--- config.mk ---
export PLATFORM = sky130hd
export DESIGN_NAME = trans_phase_driver
export DESIGN_NICKNAME = d
export VERILOG_FILES = /design/src/rtl/trans_phase_driver.sv
export SDC_FILE = /design/constraint.sdc
export NUM_CORES = 2
export LEC_CHECK = 0
export BUFFER_PORTS_ARGS = -buffer_cell sky130_fd_sc_hd__buf_2
export CAP_MARGIN = 20
export CORE_MARGIN = 2
export CORE_UTILIZATION = 50
export DETAILED_ROUTE_END_ITERATION = 10
export GPL_TIMING_DRIVEN = 0
export PLACE_DENSITY = 0.77
export SETUP_SLACK_MARGIN = 0.1
export SYNTH_ARGS = -nofsm -noshare
export SYNTH_HDL_FRONTEND = slang
export SYNTH_SLANG_ARGS = --single-unit
--- constraint.sdc ---
create_clock -name CLK -period 10.89 [get_ports CLK]
set_clock_uncertainty 0.2 [all_clocks]
set_input_delay 3.267 -clock CLK [delete_from_list [all_inputs] [get_ports CLK]]
set_output_delay 3.267 -clock CLK [all_outputs]
set_load 0.1 [all_outputs]
--- src/rtl/trans_phase_driver.sv ---
// Phase-shifted 40 kHz transducer driver, double-buffered per-channel phases.
// Define TRANS_SCAN_EN to add the single-channel scan mode (scan_mode/scan_ch).
module trans_phase_driver #(
   parameter int NUM_CH = 49,
   parameter int PERIOD = 1250,
   parameter int DUTY   = 625
) (
   input  logic              CLK,
   input  logic              RST_N,
   input  logic              out_en,
   input  logic              ld_valid,
   output logic              ld_ready,
   input  logic [5:0]        ld_ch,
   input  logic [10:0]       ld_phase,
   output logic              ld_err,
`ifdef TRANS_SCAN_EN
   input  logic              scan_mode,
   output logic [5:0]        scan_ch,
`endif
   output logic [NUM_CH-1:0] trans,
   output logic              period_strobe
);

   localparam logic [10:0] LAST   = 11'(PERIOD - 1);
   localparam logic [11:0] PER12  = 12'(PERIOD);
   localparam logic [11:0] DUTY12 = 12'(DUTY);

   logic [10:0]       base;
   logic              commit;
   logic              xfer;
   logic              ch_ok;
   logic [10:0]       ph_sat;
   logic [10:0]       shadow [NUM_CH];
   logic [10:0]       active [NUM_CH];
   logic [11:0]       sum    [NUM_CH];
   logic [11:0]       off    [NUM_CH];
   logic [NUM_CH-1:0] ch_mask;
   logic [NUM_CH-1:0] trans_d;

   assign commit        = (base == LAST);
   assign period_strobe = commit;
   assign ld_ready      = ~commit;
   assign xfer          = ld_valid & ld_ready;
   assign ch_ok         = (int'(ld_ch) < NUM_CH);
   assign ph_sat        = (ld_phase >= 11'(PERIOD)) ? LAST : ld_phase;

   always_ff @(posedge CLK or negedge RST_N) begin
      if (!RST_N) begin
         base <= '0;
      end else if (commit) begin
         base <= '0;
      end else begin
         base <= base + 11'd1;
      end
   end

   // Loads only touch shadow; active changes only at the period boundary.
   always_ff @(posedge CLK or negedge RST_N) begin
      if (!RST_N) begin
         for (int i = 0; i < NUM_CH; i++) begin
            shadow[i] <= '0;
            active[i] <= '0;
         end
      end else if (commit) begin
         for (int i = 0; i < NUM_CH; i++) begin
            active[i] <= shadow[i];
         end
      end else if (xfer && ch_ok) begin
         for (int i = 0; i < NUM_CH; i++) begin
            if (ld_ch == 6'(i)) begin
               shadow[i] <= ph_sat;
            end
         end
      end
   end

   always_ff @(posedge CLK or negedge RST_N) begin
      if (!RST_N) begin
         ld_err <= 1'b0;
      end else if (xfer && !ch_ok) begin
         ld_err <= 1'b1;
      end
   end

`ifdef TRANS_SCAN_EN
   localparam int SCAN_PERIODS = 40000;

   logic [15:0] per_cnt;
   logic        scan_q;

   always_ff @(posedge CLK or negedge RST_N) begin
      if (!RST_N) begin
         per_cnt <= '0;
         scan_ch <= '0;
         scan_q  <= 1'b0;
      end else begin
         scan_q <= scan_mode;
         if (scan_mode && !scan_q) begin
            per_cnt <= '0;
            scan_ch <= '0;
         end else if (commit) begin
            if (per_cnt == 16'(SCAN_PERIODS - 1)) begin
               per_cnt <= '0;
               scan_ch <= (scan_ch == 6'(NUM_CH - 1)) ?
                          6'd0 : scan_ch + 6'd1;
            end else begin
               per_cnt <= per_cnt + 16'd1;
            end
         end
      end
   end

   always_comb begin
      ch_mask = '0;
      for (int i = 0; i < NUM_CH; i++) begin
         ch_mask[i] = !scan_mode || (scan_ch == 6'(i));
      end
   end
`else
   assign ch_mask = '1;
`endif

   // base + PERIOD - phase lies in 1..2*PERIOD-1, so one subtract wraps it.
   always_comb begin
      trans_d = '0;
      for (int i = 0; i < NUM_CH; i++) begin
         sum[i] = {1'b0, base} + PER12 - {1'b0, active[i]};
         off[i] = (sum[i] >= PER12) ? sum[i] - PER12 : sum[i];
         trans_d[i] = out_en & (off[i] < DUTY12) & ch_mask[i];
      end
   end

   always_ff @(posedge CLK or negedge RST_N) begin
      if (!RST_N) begin
         trans <= '0;
      end else begin
         trans <= trans_d;
      end
   end

endmodule

==> results.md <==
- Comb pwr share: 0.056
- Vias: 74.3k
- Cell count after synthesis: 9729
- Vias in the first global route: 70.4k
- Detailed Route Iter0 Violations: 7266
- Final hold vios: 0
- Wirelength per Cell: 20.2 microns
- Wirelength, routed: 246 mm
- Post-Synthesis Cell Area: 80300 sq um
- Clk sink count: 1139
- Sw frac: 0.250
- Worst Hold Class: reg2reg
- RSZ-0062 raised after global routing: false
- Final Net Count: 10.7k
- Number of enable flip-flop cells after synthesis: 0
- Placed instance area: 84700 sq um
- Post-CTS Setup Repair Bufs: 0
- Root buffer cell: clkbuf_16
- Clk buf depth: 3
- Cells along the critical path: buf_16 > inv_4 > buf_16 > ha_1 > nor3b_1 > nand3_1 > inv_2 > clkbuf_1 > buf_8 > clkbuf_1 > buf_2
- Clock latency on the worst-skew pair: 0.77 ns
- Number of distinct library cells after synthesis: 112
- Fmax achieved: 0.0996 GHz
- Outcome: completed
- Top-Level Pins: 73
- Cts bufs inserted: 120
- Multi-input gate area: 47900 sq um
- Post-synth net total: 10.4k
- Pwr dens: 108 nW/um^2
- Layout area overhead: 10.8%
- Port Buffers: 72
- Initial antenna violation count: 22
- Psw: 2.40 mW
- Total track usage: 0.293
- Cell-internal power: 7.19 mW
- Die Width: 405 microns
- CTS tree: built
- DP Wirelength: 175 mm
- FF/Latch Area: 28500 sq um
- DR DRC count: 0
- Antenna Nets Post-Route: 0
- Initial core utilization: 0.502
- Clock transition at the registers of the reported paths: 0.07 ns
- Sequential share of power: 0.482
- Worst-path fanout max: 29
- Final Critical Period: 10.04 ns
- Sequential area share after synthesis: 0.355
- Hold-fix buffers at CTS: 0
- Final Setup Violations: 0
- Worst path slowest cell: nand3_1
- Finished layout cell area: 89000 sq um
- Post-synth top flop: dfrtp_1
- Fraction of layout cells with a size suffix above 1: 0.0635
- Final Slew Violations: 0
- Synth Warn #: 0
- Setup TNS: 0 ns
- Yosys reg bits: 1139
- Slew Limit Headroom: 0.180
- LEAKAGE: 38.1 nW
- Crit Path Class: reg2out
- CP required: 7.42 ns
- Slowest cell delay on critical path: 0.82 ns
- Post-layout util: 0.556
- Largest net degree at the start of global routing: 174
- Core Box Area: 160000 sq um
- Worst Hold Margin: 0.268 ns
- Via-to-Cell Ratio: 6.10
- Clock network power share: 0.463
- Htree depth: 3
- Fin crit share: 0.922
- Worst setup SP type: flip-flop
- Worst Tran Pin Value: 1.23 ns
- Total congestion overflow: 0
- R2R setup slack: 4.64 ns
- Die ar.: 164000 sq um
- Crit. End Element: output pin
- # fillers: 13.9k
- Mean Syn Cell Area: 8.26 sq um
- Die Span Y: 405 microns
- First-pass GRT wire length: 381 mm
- Maxcap violations: 0
- Global placer's final weighted congestion: 0.892
- Post-cts resize count: 0
- Max VDD drop: 112 uV
- Drt first pass iters: 8
- Rows: 147
- Asr flop ratio synth: 1.00
- Crit path DAT: 6.57 ns
[critical path: cells and delay by family, from the launching register on]
family	cells	cell delay, ns
fa+ha+maj	1	0.22
buf+inv	8	3.57
flops	1	0.71
simple gates	2	1.20
[metal layers]
layer | global-route usage | vias to the layer above | wire (microns)
met4 | 0.162 | 18 | 15100
li1 | - | 34900 | -
met1 | 0.385 | 35800 | 102000
met2 | 0.460 | 2885 | 108000
met3 | 0.0501 | 703 | 20900
met5 | 0 | - | 108
[per-stage QoR]
stage                     power, mW  worst slack [ns]  std cells
final                          9.59             0.853      12200
after CTS                      9.60             0.581      12200
after global routing           9.85             0.917      12200
after global placement         5.17            -17.94      11900
after detailed placement       5.21              1.43      12000
after floorplan                4.93              1.54       9729
[registers in the layout, indices dropped and copies added (netlist names)]
register,flops
active,539
base,11
trans,49
shadow,539
ld_err,1
[path summary, 6_finish.rpt]
path	start	depth (start not counted)	to
worst min-delay path	shadow[153]$_DFFE_PN0P_	2	active[153]$_DFFE_PN0P_
worst max register to register	base[1]$_DFF_PN0_	16	trans[31]$_DFF_PN0_
worst max-delay path	base[1]$_DFF_PN0_	11	period_strobe
min in group asynchronous	RST_N	1	trans[10]$_DFF_PN0_
worst min register to register	shadow[153]$_DFFE_PN0P_	2	active[153]$_DFFE_PN0P_
max in group asynchronous	RST_N	5	shadow[362]$_DFFE_PN0P_
[cells in the mapped netlist (25+ instances only)]
cell type	number	area (sq um)
a21boi_0	58	435
o21ai_0	1374	6880
inv_1	696	2610
o2111ai_1	37	324
o31ai_1	66	495
o22ai_1	40	250
and3_1	63	394
mux2_2	66	743
o211ai_1	67	503
a2111oi_0	28	245
xor2_1	162	1420
and2_1	75	469
a311oi_1	26	228
nand3_1	163	816
o221ai_1	25	219
nor3_1	220	1100
clkbuf_1	333	1250
nor4_1	39	244
nand4_1	36	225
nand2b_1	84	526
nand2_1	1606	6030
a31oi_1	74	463
a21oi_1	363	1820
ha_1	591	7390
o31a_1	43	377
nor3b_1	44	330
o211a_1	29	290
a21o_1	67	503
a211o_1	39	342
fa_1	49	981
xnor2_1	234	2050
nand3b_1	46	345
mux2i_1	61	611
nor2_1	564	2120
o21a_1	178	1340
or3_1	116	726
nor2b_1	162	1010
dfrtp_1	1139	28500
a211oi_1	98	736
or2_2	101	632
[final cells by class]
cell class	count	area share
clock inverter	61	0.00848
timing repair buffer	140	0.0188
tap	2086	0.0293
sequential	1139	0.320
clock buffer	161	0.0391
buffer	357	0.0162
inverter	697	0.0295
multi-input combinational	7536	0.538
antenna	7	0.000197
[power by group through the flow]
stage | combinational [mW] | clock [mW] | sequential, mW
2_1_floorplan | 0.208 | 0 | 4.72
3_3_place_gp | 0.489 | 0 | 4.69
3_5_place_dp | 0.526 | 0 | 4.69
4_1_cts | 0.531 | 4.46 | 4.61
5_1_grt | 0.590 | 4.61 | 4.64
6_report | 0.533 | 4.44 | 4.62
[cell families (layout without fill, tap and decap cells)]
family | Yosys count | after routing | synth area share
compound gates | 2920 | 2920 | 0.229
xor+xnor | 401 | 401 | 0.0443
fa+ha+maj | 644 | 644 | 0.105
buf+inv | 1054 | 1416 | 0.0504
flops | 1139 | 1139 | 0.355
mux | 127 | 127 | 0.0169
other cells | 0 | 7 | 0
simple gates | 3444 | 3444 | 0.200
[cell usage in the layout, fill, tap and decap left out, types with 36 or more instances in the layout]
| master | Yosys | layout |
|---|---|---|
| nand2_1 | 1606 | 1605 |
| o21ai_0 | 1374 | 1374 |
| dfrtp_1 | 1139 | 1138 |
| inv_1 | 696 | 694 |
| ha_1 | 591 | 590 |
| nor2_1 | 564 | 564 |
| a21oi_1 | 363 | 363 |
| clkbuf_1 | 333 | 341 |
| xnor2_1 | 234 | 230 |
| nor3_1 | 220 | 219 |
| o21a_1 | 178 | 178 |
| nand3_1 | 163 | 163 |
| nor2b_1 | 162 | 162 |
| xor2_1 | 162 | 159 |
| clkbuf_16 | 0 | 124 |
| or3_1 | 116 | 116 |
| or2_2 | 101 | 101 |
| a211oi_1 | 98 | 98 |
| nand2b_1 | 84 | 84 |
| and2_1 | 75 | 75 |
| a31oi_1 | 74 | 74 |
| buf_2 | 1 | 72 |
| a21o_1 | 67 | 67 |
| o211ai_1 | 67 | 67 |
| o31ai_1 | 66 | 66 |
| mux2_2 | 66 | 66 |
| and3_1 | 63 | 63 |
| mux2i_1 | 61 | 61 |
| a21boi_0 | 58 | 58 |
| fa_1 | 49 | 49 |
| nand3b_1 | 46 | 46 |
| o31a_1 | 43 | 43 |
| nor3b_1 | 44 | 43 |
| o22ai_1 | 40 | 40 |
| a211o_1 | 39 | 39 |
| nor4_1 | 39 | 38 |
| o2111ai_1 | 37 | 37 |
| nand4_1 | 36 | 36 |
(Power assumes the default switching activity.)
